File: src/rtl/pid_pkg.sv
// ============================================================================
// Module      : pid_pkg
// Description : Shared widths, types and the saturation helper for the PID
//               P/I/D term generators.
// Revision    : 1.0 - initial release
// ============================================================================
`default_nettype none

package pid_pkg;

    localparam int c_ERR_W  = 10;
    localparam int c_DIFF_W = 7;
    localparam int c_COEF_W = 6;
    localparam int c_SAT_W  = 32;

    typedef logic signed [c_ERR_W-1:0] err_t;

    typedef struct packed {
        logic signed [c_SAT_W-1:0] val;
        logic                      hi;
        logic                      lo;
    } sat_res_t;

    // Clip a wide signed value into the out_w-bit signed range.
    function automatic sat_res_t sat_signed(input logic signed [c_SAT_W-1:0] in_v,
                                            input int                        out_w);
        logic signed [c_SAT_W-1:0] w_one;
        logic signed [c_SAT_W-1:0] w_max;
        logic signed [c_SAT_W-1:0] w_min;
        sat_res_t                  res;
        w_one   = 1;
        w_max   = (w_one <<< (out_w - 1)) - w_one;
        w_min   = ~w_max;
        res.val = in_v;
        res.hi  = 1'b0;
        res.lo  = 1'b0;
        if (in_v > w_max) begin
            res.val = w_max;
            res.hi  = 1'b1;
        end else if (in_v < w_min) begin
            res.val = w_min;
            res.lo  = 1'b1;
        end
        return res;
    endfunction

endpackage

`default_nettype wire

File: src/rtl/dsat_stage.sv
// ============================================================================
// Module      : dsat_stage
// Description : Stage 1 of the derivative pipe: difference, saturation and
//               start-up priming mask, registered.
// Revision    : 1.0 - initial release
// ============================================================================
`default_nettype none

module dsat_stage
    import pid_pkg::*;
#(
    parameter int ERR_W  = c_ERR_W,
    parameter int DIFF_W = c_DIFF_W
) (
    input  logic                     clk,
    input  logic                     rst,
    input  logic                     i_clr,
    input  logic                     i_vld,
    input  logic signed [ERR_W-1:0]  i_err,
    input  logic signed [ERR_W-1:0]  i_prev,
    input  logic                     i_primed,
    output logic signed [DIFF_W-1:0] o_diff,
    output logic                     o_hi,
    output logic                     o_lo,
    output logic                     o_vld
);

    logic signed [ERR_W:0]              w_diff;
    logic signed [c_SAT_W-1:0]          w_diff_ext;
    sat_res_t                           w_sat;
    logic [c_SAT_W-DIFF_W-1:0]          w_unused_sat_msbs;

    // One extra bit keeps the full-scale swing from wrapping.
    assign w_diff            = {i_err[ERR_W-1], i_err} - {i_prev[ERR_W-1], i_prev};
    assign w_diff_ext        = c_SAT_W'(w_diff);
    assign w_sat             = sat_signed(w_diff_ext, DIFF_W);
    assign w_unused_sat_msbs = w_sat.val[c_SAT_W-1:DIFF_W];

    always_ff @(posedge clk) begin
        if (rst || i_clr) begin
            o_diff <= '0;
            o_hi   <= 1'b0;
            o_lo   <= 1'b0;
            o_vld  <= 1'b0;
        end else begin
            o_vld <= i_vld;
            if (i_vld) begin
                if (i_primed) begin
                    o_diff <= w_sat.val[DIFF_W-1:0];
                    o_hi   <= w_sat.hi;
                    o_lo   <= w_sat.lo;
                end else begin
                    o_diff <= '0;
                    o_hi   <= 1'b0;
                    o_lo   <= 1'b0;
                end
            end
        end
    end

endmodule

`default_nettype wire

File: src/rtl/d_term_pipe.sv
// ============================================================================
// Module      : d_term_pipe
// Description : PID derivative term: history shift register, priming counter,
//               saturated difference stage and coefficient multiply stage.
// Revision    : 1.0 - initial release
// ============================================================================
`default_nettype none

module d_term_pipe
    import pid_pkg::*;
#(
    parameter int ERR_W  = c_ERR_W,
    parameter int DIFF_W = c_DIFF_W,
    parameter int COEF_W = c_COEF_W,
    parameter int DEPTH  = 2,
    localparam int OUT_W = DIFF_W + COEF_W
) (
    input  logic                    clk,
    input  logic                    rst,
    input  logic                    clr,
    input  logic                    err_vld,
    input  logic signed [ERR_W-1:0] err_sat,
    input  logic [COEF_W-1:0]       d_coeff,
    output logic signed [OUT_W-1:0] D_term,
    output logic                    D_vld,
    output logic                    sat_hi,
    output logic                    sat_lo,
    output logic                    primed
);

    localparam int c_CNT_W = $clog2(DEPTH + 1);

    logic signed [ERR_W-1:0]  r_hist [DEPTH];
    logic [c_CNT_W-1:0]       r_prime_cnt;
    logic signed [DIFF_W-1:0] w_s1_diff;
    logic                     w_s1_hi;
    logic                     w_s1_lo;
    logic                     w_s1_vld;
    logic signed [OUT_W-1:0]  w_diff_ext;
    logic signed [OUT_W-1:0]  w_coef_ext;
    logic signed [OUT_W-1:0]  w_prod;

    assign primed = (r_prime_cnt == c_CNT_W'(DEPTH));

    always_ff @(posedge clk) begin
        if (rst || clr) begin
            for (int i = 0; i < DEPTH; i++) r_hist[i] <= '0;
            r_prime_cnt <= '0;
        end else if (err_vld) begin
            r_hist[0] <= err_sat;
            for (int i = 1; i < DEPTH; i++) r_hist[i] <= r_hist[i-1];
            if (!primed) r_prime_cnt <= r_prime_cnt + 1'b1;
        end
    end

    dsat_stage #(
        .ERR_W  (ERR_W),
        .DIFF_W (DIFF_W)
    ) u_dsat (
        .clk      (clk),
        .rst      (rst),
        .i_clr    (clr),
        .i_vld    (err_vld),
        .i_err    (err_sat),
        .i_prev   (r_hist[DEPTH-1]),
        .i_primed (primed),
        .o_diff   (w_s1_diff),
        .o_hi     (w_s1_hi),
        .o_lo     (w_s1_lo),
        .o_vld    (w_s1_vld)
    );

    // Both operands widened to OUT_W: the product of a DIFF_W signed value and
    // a COEF_W unsigned gain always fits, so truncation loses nothing.
    assign w_diff_ext = {{COEF_W{w_s1_diff[DIFF_W-1]}}, w_s1_diff};
    assign w_coef_ext = $signed({{DIFF_W{1'b0}}, d_coeff});
    assign w_prod     = w_diff_ext * w_coef_ext;

    always_ff @(posedge clk) begin
        if (rst || clr) begin
            D_term <= '0;
            D_vld  <= 1'b0;
            sat_hi <= 1'b0;
            sat_lo <= 1'b0;
        end else begin
            D_vld <= w_s1_vld;
            if (w_s1_vld) begin
                D_term <= w_prod;
                sat_hi <= w_s1_hi;
                sat_lo <= w_s1_lo;
            end
        end
    end

endmodule

`default_nettype wire

File: config.mk
export PLATFORM = sky130hd
export DESIGN_NAME = d_term_pipe
export DESIGN_NICKNAME = d
export VERILOG_FILES = /design/src/rtl/pid_pkg.sv /design/src/rtl/dsat_stage.sv /design/src/rtl/d_term_pipe.sv
export SDC_FILE = /design/constraint.sdc
export NUM_CORES = 1
export LEC_CHECK = 0
export CAP_MARGIN = 10
export CORE_ASPECT_RATIO = 2
export CORE_MARGIN = 5
export CORE_UTILIZATION = 53
export DETAILED_ROUTE_END_ITERATION = 16
export GPL_ROUTABILITY_DRIVEN = 0
export PLACE_DENSITY = 0.73
export SETUP_SLACK_MARGIN = 0.02
export SLEW_MARGIN = 20
export SYNTH_ARGS = -nofsm -noshare
export SYNTH_HDL_FRONTEND = slang
export SYNTH_SLANG_ARGS = --single-unit
File: constraint.sdc
create_clock -name clk -period 3.6 [get_ports clk]
set_clock_uncertainty 0.05 [all_clocks]
set_input_delay 0.36 -clock clk [delete_from_list [all_inputs] [get_ports clk]]
set_output_delay 0.36 -clock clk [all_outputs]
set_load 0.005 [all_outputs]
# Word level (Yosys, flattened, before mapping)
# Memories as Yosys holds them, arrays and structs flattened.
# Cells that the tools add are included.
[word_totals]
regBits = 28
latch_bits = 0
ram_bits = 20
mem_bits_ro = 0
input_bits = 20
output_inout_bits = 17
wordCells = 36
n_memories = 1
[mem_list]
columns = ["memory", "depth", "word_bits", "read_ports", "rd_ports_with_merged_regs", "write_ports", "line_no", "rtl"]
rows = [
  ["r_hist", 2, 10, 2, 0, 2, "d_term_pipe.sv:33", "logic signed [ERR_W-1:0] r_hist [DEPTH];"],
]
[classes]
n_addsub = 2
mul = 1
div_mod_pow = 0
magnitude_cmp = 2
n_eq_ne = 1
shifts = 0
muxes = 15
bitwise = 3
n_reduce_logical = 2
[op_table]
columns = ["op", "count"]
rows = [
  ["$mux W7", 3],
  ["$mux W10", 2],
  ["$mul A7 B7 Y13", 1],
  ["$gt A11 B7 Y1 const B", 1],
  ["$lt A11 B7 Y1 const B", 1],
  ["$sub A10 B10 Y11", 1],
  ["$mux W1", 10],
  ["$add A2 B1 Y2 const B", 1],
  ["$eq A2 B2 Y1 const B", 1],
  ["$or A1 B1 Y1", 2],
  ["$reduce_and A2 Y1", 1],
  ["$logic_or A1 B1 Y1", 1],
  ["$not A1 Y1", 1],
]

# Logic depth before layout (Yosys ltp)
# An unclocked memory read counts as a cell.
[depth]
depth_word = 6
depth_mapped = 16
mapped_depth_nobuf = 16

# By module
# Synthesis repeated with hierarchy kept, for this count alone.
[hier_totals]
hier_cells = 411
area_unflattened_um2 = 3877.5
[modules_own_cells]
columns = ["mod", "instances", "cells_each", "area_each_um2", "seq_area_each_um2"]
rows = [
  ["d_term_pipe", 1, 300, 3004.1, 960.9],
  ["dsat_stage", 1, 111, 873.3, 200.2],
]

# Worst setup path after synthesis
# No wires, ideal clock.
[synth_path]
path_type = "input -> register"
from = "input d_coeff[3]"
to = "register D_term[11]"
setup_ns = 0.062
arrival_ns = 3.867
t_required_ns = 3.488
path_slack_ns = -0.379
stages = 16
n_path_buf = 0
path_cell_list = "and2_1 -> fa_1 -> inv_1 -> fa_1 -> inv_1 -> fa_1 -> inv_1 -> fa_1 -> inv_1 -> ha_1 -> nor3_1 -> nor2_1 -> a31oi_1 -> o21bai_1 -> a211o_1 -> nand3_1"
[synth_between]
elab_chain_len = 1
[synth_rtl]
columns = ["element", "line_no", "rtl"]
rows = [
  ["from (decl)", "d_term_pipe.sv:23", "input logic [COEF_W-1:0] d_coeff,"],
  ["$mul A7 B7 Y13", "d_term_pipe.sv:77", "assign w_prod = w_diff_ext * w_coef_ext;"],
  ["to (signal assigned)", "d_term_pipe.sv:88", "D_term <= w_prod;"],
  ["to (decl)", "d_term_pipe.sv:24", "output logic signed [OUT_W-1:0] D_term,"],
]
# Every way passes these cells.
# A chain may end at the register's enable or synchronous reset.

# Worst setup path after layout
[layout_path]
from = "register u_dsat.o_diff[6]"
to = "register D_term[11]"
[layout_between]
elab_chain_len = 1
[layout_rtl]
columns = ["element", "line_no", "rtl"]
rows = [
  ["from (decl)", "dsat_stage.sv:22", "output logic signed [DIFF_W-1:0] o_diff,"],
  ["from (signal assigned)", "dsat_stage.sv:49", "o_diff <= w_sat.val[DIFF_W-1:0];"],
  ["$mul A7 B7 Y13", "d_term_pipe.sv:77", ""],
]
# Every way passes these cells.

==> flow_summary.html <==
<table>
<tr><th>Metric</th><th>Value</th></tr>
<tr><th colspan="2">Power and ir drop</th></tr>
<tr><td>Switching power share of the total</td><td>0.262</td></tr>
<tr><td>Net switching component of the power</td><td>331 uW</td></tr>
<tr><td>P per Cell Area</td><td>250 nW/um^2</td></tr>
<tr><td>Fraction of power consumed by combinational cells</td><td>0.177</td></tr>
<tr><td>Total chip power</td><td>1.26 mW</td></tr>
<tr><td>VDD IR max</td><td>0.000323 V</td></tr>
<tr><td>Power share of the sequential group</td><td>0.463</td></tr>
<tr><td>Cell-internal power</td><td>932 uW</td></tr>
<tr><td>Static power due to leakage</td><td>2.24 nW</td></tr>
<tr><td>Portion of total power attributed to the clock network</td><td>0.360</td></tr>
<tr><th colspan="2">Yosys</th></tr>
<tr><td>Area share of the largest cell type after synthesis</td><td>0.151</td></tr>
<tr><td>Adder-cell share of the synthesized area</td><td>0.264</td></tr>
<tr><td>Fraction of the yosys area taken by sequential cells</td><td>0.291</td></tr>
<tr><td>Number of enable flip-flop cells after synthesis</td><td>20</td></tr>
<tr><td>Distinct cell type count of the synthesized netlist</td><td>49</td></tr>
<tr><td>Flops &amp; latches, synth</td><td>48</td></tr>
<tr><td>Most used flip-flop cell after synthesis</td><td>dfxtp_1</td></tr>
<tr><td>Area fraction in and, or, nand and nor cells after synthesis</td><td>0.177</td></tr>
<tr><td>Post-Synthesis Cell Area</td><td>3990 sq um</td></tr>
<tr><td>Main combinational cell family by area after synthesis</td><td>adder cells</td></tr>
<tr><td>Proportion of register bits with asynchronous set or reset after synthesis</td><td>0</td></tr>
<tr><td>Post-synthesis compound-gate area fraction</td><td>0.132</td></tr>
<tr><td>Share of the synthesized netlist area taken by xor and xnor gates</td><td>0.0439</td></tr>
<tr><td>Share of cell area taken by muxes after synthesis</td><td>0.0276</td></tr>
<tr><td>Syn avg cell area</td><td>9.52 sq um</td></tr>
<tr><td>Synthesized Nets</td><td>505</td></tr>
<tr><td>Instance count of the mapped netlist</td><td>419</td></tr>
<tr><td>Biggest area consumer among synthesized cells</td><td>edfxtp_1</td></tr>
<tr><td>Most area-consuming cells after synthesis</td><td>edfxtp_1, fa_1, dfxtp_1, ha_1, inv_1</td></tr>
<tr><td>Yosys warns</td><td>0</td></tr>
<tr><th colspan="2">Setup path</th></tr>
<tr><td>WP data required</td><td>3.78 ns</td></tr>
<tr><td>Endpoint arrival time on the critical path</td><td>4.14 ns</td></tr>
<tr><td>Series of cell instances along the critical path</td><td>nand2_4, fa_1, fa_1, fa_1, inv_2, fa_1, ha_4, nor3_2, o21ai_1, a31oi_1, o21bai_1, a211o_1, nand3_1</td></tr>
<tr><td>Total buffers and inverters traversed by the critical path</td><td>1</td></tr>
<tr><td>Slowest cell on the critical path</td><td>fa_1</td></tr>
<tr><td>Startpoint types</td><td>flip-flop</td></tr>
<tr><td>Max incr delay on CP</td><td>0.57 ns</td></tr>
<tr><td>Type of the setup path with the least slack</td><td>flip-flop to flip-flop</td></tr>
<tr><td>Cell with the most instances on the worst path</td><td>fa_1</td></tr>
<tr><td>Top fanout value on the critical path</td><td>5</td></tr>
<tr><td>CP endpoint kind</td><td>flip-flop</td></tr>
<tr><td>Cell class contributing the biggest share of worst-path delay</td><td>adder cells</td></tr>
<tr><th colspan="2">GRT</th></tr>
<tr><td>Antenna violations before repair</td><td>0</td></tr>
<tr><td>Gr usage total</td><td>0.215</td></tr>
<tr><td>Global Route met2 Usage</td><td>0.409</td></tr>
<tr><td>Maximum number of pins on one net before global-route repair</td><td>26</td></tr>
<tr><td>Busiest grt layer</td><td>met2</td></tr>
<tr><td>Total grt overflow</td><td>0</td></tr>
<tr><td>First-pass GRT wire length</td><td>16100 microns</td></tr>
<tr><td>GR Util met1</td><td>0.206</td></tr>
<tr><td>Vias in the first global route</td><td>3547</td></tr>
<tr><td>Global routing met3 resource utilization</td><td>0.0228</td></tr>
<tr><th colspan="2">Routing</th></tr>
<tr><td>Drt drc</td><td>0</td></tr>
<tr><td>Via density per instance</td><td>5.62</td></tr>
<tr><td>Length of the first detailed-routing pass in iterations</td><td>6</td></tr>
<tr><td>Final routed wirelength across all metal layers</td><td>9520 microns</td></tr>
<tr><td>Average wire per standard cell</td><td>16.4 microns</td></tr>
<tr><td>Count of antenna-violating nets left after detailed routing</td><td>0</td></tr>
<tr><td>Via count</td><td>3261</td></tr>
<tr><td>Detailed router's first-iteration violation count</td><td>172</td></tr>
<tr><th colspan="2">Run</th></tr>
<tr><td>Number of maximum-capacitance constraint violations</td><td>0</td></tr>
<tr><th colspan="2">Die</th></tr>
<tr><td>Area of the core</td><td>7320 sq um</td></tr>
<tr><td>Boundary Pins</td><td>37</td></tr>
<tr><td>Die Outline Area</td><td>9460 sq um</td></tr>
<tr><td>Effective utilization at floorplan</td><td>0.545</td></tr>
<tr><td>X dimension of the die</td><td>71.3 microns</td></tr>
<tr><td>Standard-cell rows</td><td>44</td></tr>
<tr><td>Y dimension of the die</td><td>133 microns</td></tr>
<tr><th colspan="2">Placement</th></tr>
<tr><td>Detailed Place HPWL</td><td>7870 microns</td></tr>
<tr><td>I/O Buffers</td><td>36</td></tr>
<tr><td>Minimum setup slack after placement</td><td>-0.924 ns</td></tr>
<tr><th colspan="2">STA</th></tr>
<tr><td>Worst Max-Slew Pin Slew</td><td>0.726 ns</td></tr>
<tr><td>Final-report setup violation count</td><td>6</td></tr>
<tr><td>TNS Setup</td><td>-1.30 ns</td></tr>
<tr><td>Setup slack after layout</td><td>-0.353 ns</td></tr>
<tr><td>RSZ-0062 raised after global routing</td><td>true</td></tr>
<tr><td>Worst slew margin relative to its limit</td><td>0.515</td></tr>
<tr><td>Period Utilization, post-route</td><td>1.10</td></tr>
<tr><td>Number of slew-limit violations in the final report</td><td>0</td></tr>
<tr><td>Endpoints failing hold</td><td>0</td></tr>
<tr><td>F_max</td><td>253 MHz</td></tr>
<tr><td>Min Tclk post-route</td><td>3.95 ns</td></tr>
<tr><th colspan="2">Clock network</th></tr>
<tr><td>Clock transition time at the flip-flop clock pins of the worst setup and hold paths</td><td>0.07 ns</td></tr>
<tr><td>CTS Hold Bufs</td><td>0</td></tr>
<tr><td>CTS tree</td><td>built</td></tr>
<tr><td>Root cell of the clock tree</td><td>clkbuf_16</td></tr>
<tr><td>Number of buffers on the longest clock path</td><td>2</td></tr>
<tr><td>Number of clock buffers inserted by TritonCTS</td><td>5</td></tr>
<tr><td>Sinks on Clock Net</td><td>48</td></tr>
<tr><td>Worst-Skew Late Latency</td><td>0.29 ns</td></tr>
<tr><td>Depth of the CTS H-tree</td><td>2</td></tr>
<tr><th colspan="2">Cells and area</th></tr>
<tr><td>Antenna diode count</td><td>0</td></tr>
<tr><td>Fraction of layout instances using a drive strength above 1</td><td>0.195</td></tr>
<tr><td>Synthesis-to-layout area growth</td><td>26.6%</td></tr>
<tr><td>Post-route core utilization</td><td>0.690</td></tr>
<tr><td>Number of nets in the layout</td><td>573</td></tr>
<tr><th colspan="2">Hold path</th></tr>
<tr><td>Hold Crit Class</td><td>flip-flop to flip-flop</td></tr>
<tr><th colspan="2">Status</th></tr>
<tr><td>Run status</td><td>finished, violations left</td></tr>
<tr><td>Failing checks</td><td>setup timing</td></tr>
</table>
-- worst reg2reg max path, cell delays in order, from the launching register on --
cell and delay [ns]:
dfxtp_4 0.41, nand2_4 0.09, fa_1 0.58, fa_1 0.44, fa_1 0.52, inv_2 0.05, fa_1 0.51, ha_4 0.21
nor3_2 0.17, o21ai_1 0.10, a31oi_1 0.28, o21bai_1 0.15, a211o_1 0.27, nand3_1 0.08
-- logic make-up (layout without fill, tap and decap cells) --
group                    after synthesis  after routing
adder cells (fa/ha/maj)               66             66
AO/OA/AOI/OAI                         72             72
buffers and inverters                 69            138
AND/OR/NAND/NOR                      133            133
flip-flops                            48             48
XOR/XNOR                              20             20
multiplexers                          11             11
-- per-layer routing --
layer  up-vias  wire [microns]
li1       1573               -
met1      1578            3140
met2        71            5520
met3        39             225
met4         0             634
met5         -               0
-- per-stage QoR --
| stage | hold slack (ns) | area (sq um) | std cells |
|---|---|---|---|
| 5_1_grt | 0.433 | 5050 | 580 |
| 3_3_place_gp | 0.396 | 4760 | 569 |
| 2_1_floorplan | 0.372 | 4090 | 419 |
| 6_report | 0.407 | 5050 | 580 |
| 3_5_place_dp | 0.402 | 4760 | 569 |
| 4_1_cts | 0.413 | 4970 | 578 |
-- layout make-up --
type / count / area [sq um]
clock inverter: 2 / 11.3
inverter: 60 / 228
clock buffer: 6 / 129
fill: 576 / 2270
timing repair buffer: 70 / 621
tap: 92 / 115
sequential: 48 / 1180
multi-input combinational: 302 / 2770
-- flip-flops by register name, summed over array words and instances, names as in the netlist --
| name | count |
|---|---|
| D_vld | 1 |
| u_dsat.o_diff | 7 |
| D_term | 13 |
| r_hist | 20 |
| sat_lo | 1 |
| sat_hi | 1 |
| u_dsat.o_lo | 1 |
| r_prime_cnt | 2 |
| u_dsat.o_hi | 1 |
| u_dsat.o_vld | 1 |
-- cells in the mapped netlist, types with 3 or more instances --
| cell | number |
|---|---|
| o21bai_1 | 8 |
| a21o_1 | 5 |
| a21oi_1 | 17 |
| nand3_1 | 9 |
| mux2i_1 | 11 |
| o21ai_0 | 6 |
| nand2_1 | 21 |
| and2_1 | 33 |
| ha_1 | 36 |
| nor3_1 | 7 |
| clkbuf_1 | 7 |
| edfxtp_1 | 20 |
| xnor2_1 | 19 |
| a31oi_1 | 6 |
| and3_1 | 23 |
| nor2_1 | 27 |
| dfxtp_1 | 28 |
| nand2b_1 | 3 |
| fa_1 | 30 |
| inv_1 | 59 |
| a211oi_1 | 5 |
| a221oi_1 | 3 |
-- final timing paths --
path | start | endpoint | slack (ns) | cells after the start
max | u_dsat.o_diff[6] | D_term[11] | -0.35 | 13
min | u_dsat.o_hi | u_dsat.o_hi | 0.41 | 2
max reg2reg | u_dsat.o_diff[6] | D_term[11] | -0.35 | 13
min reg2reg | u_dsat.o_hi | u_dsat.o_hi | 0.41 | 2
-- timing repair --
| item | CTS | global route |
|---|---|---|
| endpoints found under the setup margin | 8 | 8 |
| setup buffers | 1 | 2 |
| gates resized for setup | 24 | 14 |
| pin swaps | 20 | 17 |
-- power groups by stage --
stage	Combinational, mW	Clock (mW)	Sequential [mW]
2_1_floorplan	0.148	0	0.595
3_3_place_gp	0.215	0	0.598
3_5_place_dp	0.220	0	0.599
4_1_cts	0.221	0.470	0.586
5_1_grt	0.247	0.490	0.586
6_report	0.223	0.455	0.585
-- placed cells by master (no fill, tap or decap), types with 3 or more instances in the layout --
cell type and n:
inv_1 53, buf_4 33, and2_1 31, clkdlybuf4s50_1 31
ha_1 30, fa_1 29, nor2_1 26, dfxtp_1 23
and3_1 23, edfxtp_1 20, nand2_1 19, xnor2_1 13
a21oi_1 13, mux2i_1 11, nand3_1 9, o21bai_1 6
xnor2_2 6, inv_2 5, a211oi_1 5, a31oi_1 5
a21o_1 5, ha_4 5, clkbuf_16 5, o21ai_0 4
nor3_1 4, a21oi_2 4, dfxtp_4 4, nand2b_1 3
a221oi_1 3, nor3_2 3, clkdlybuf4s15_2 3
Power figures use the tool's default switching activity.
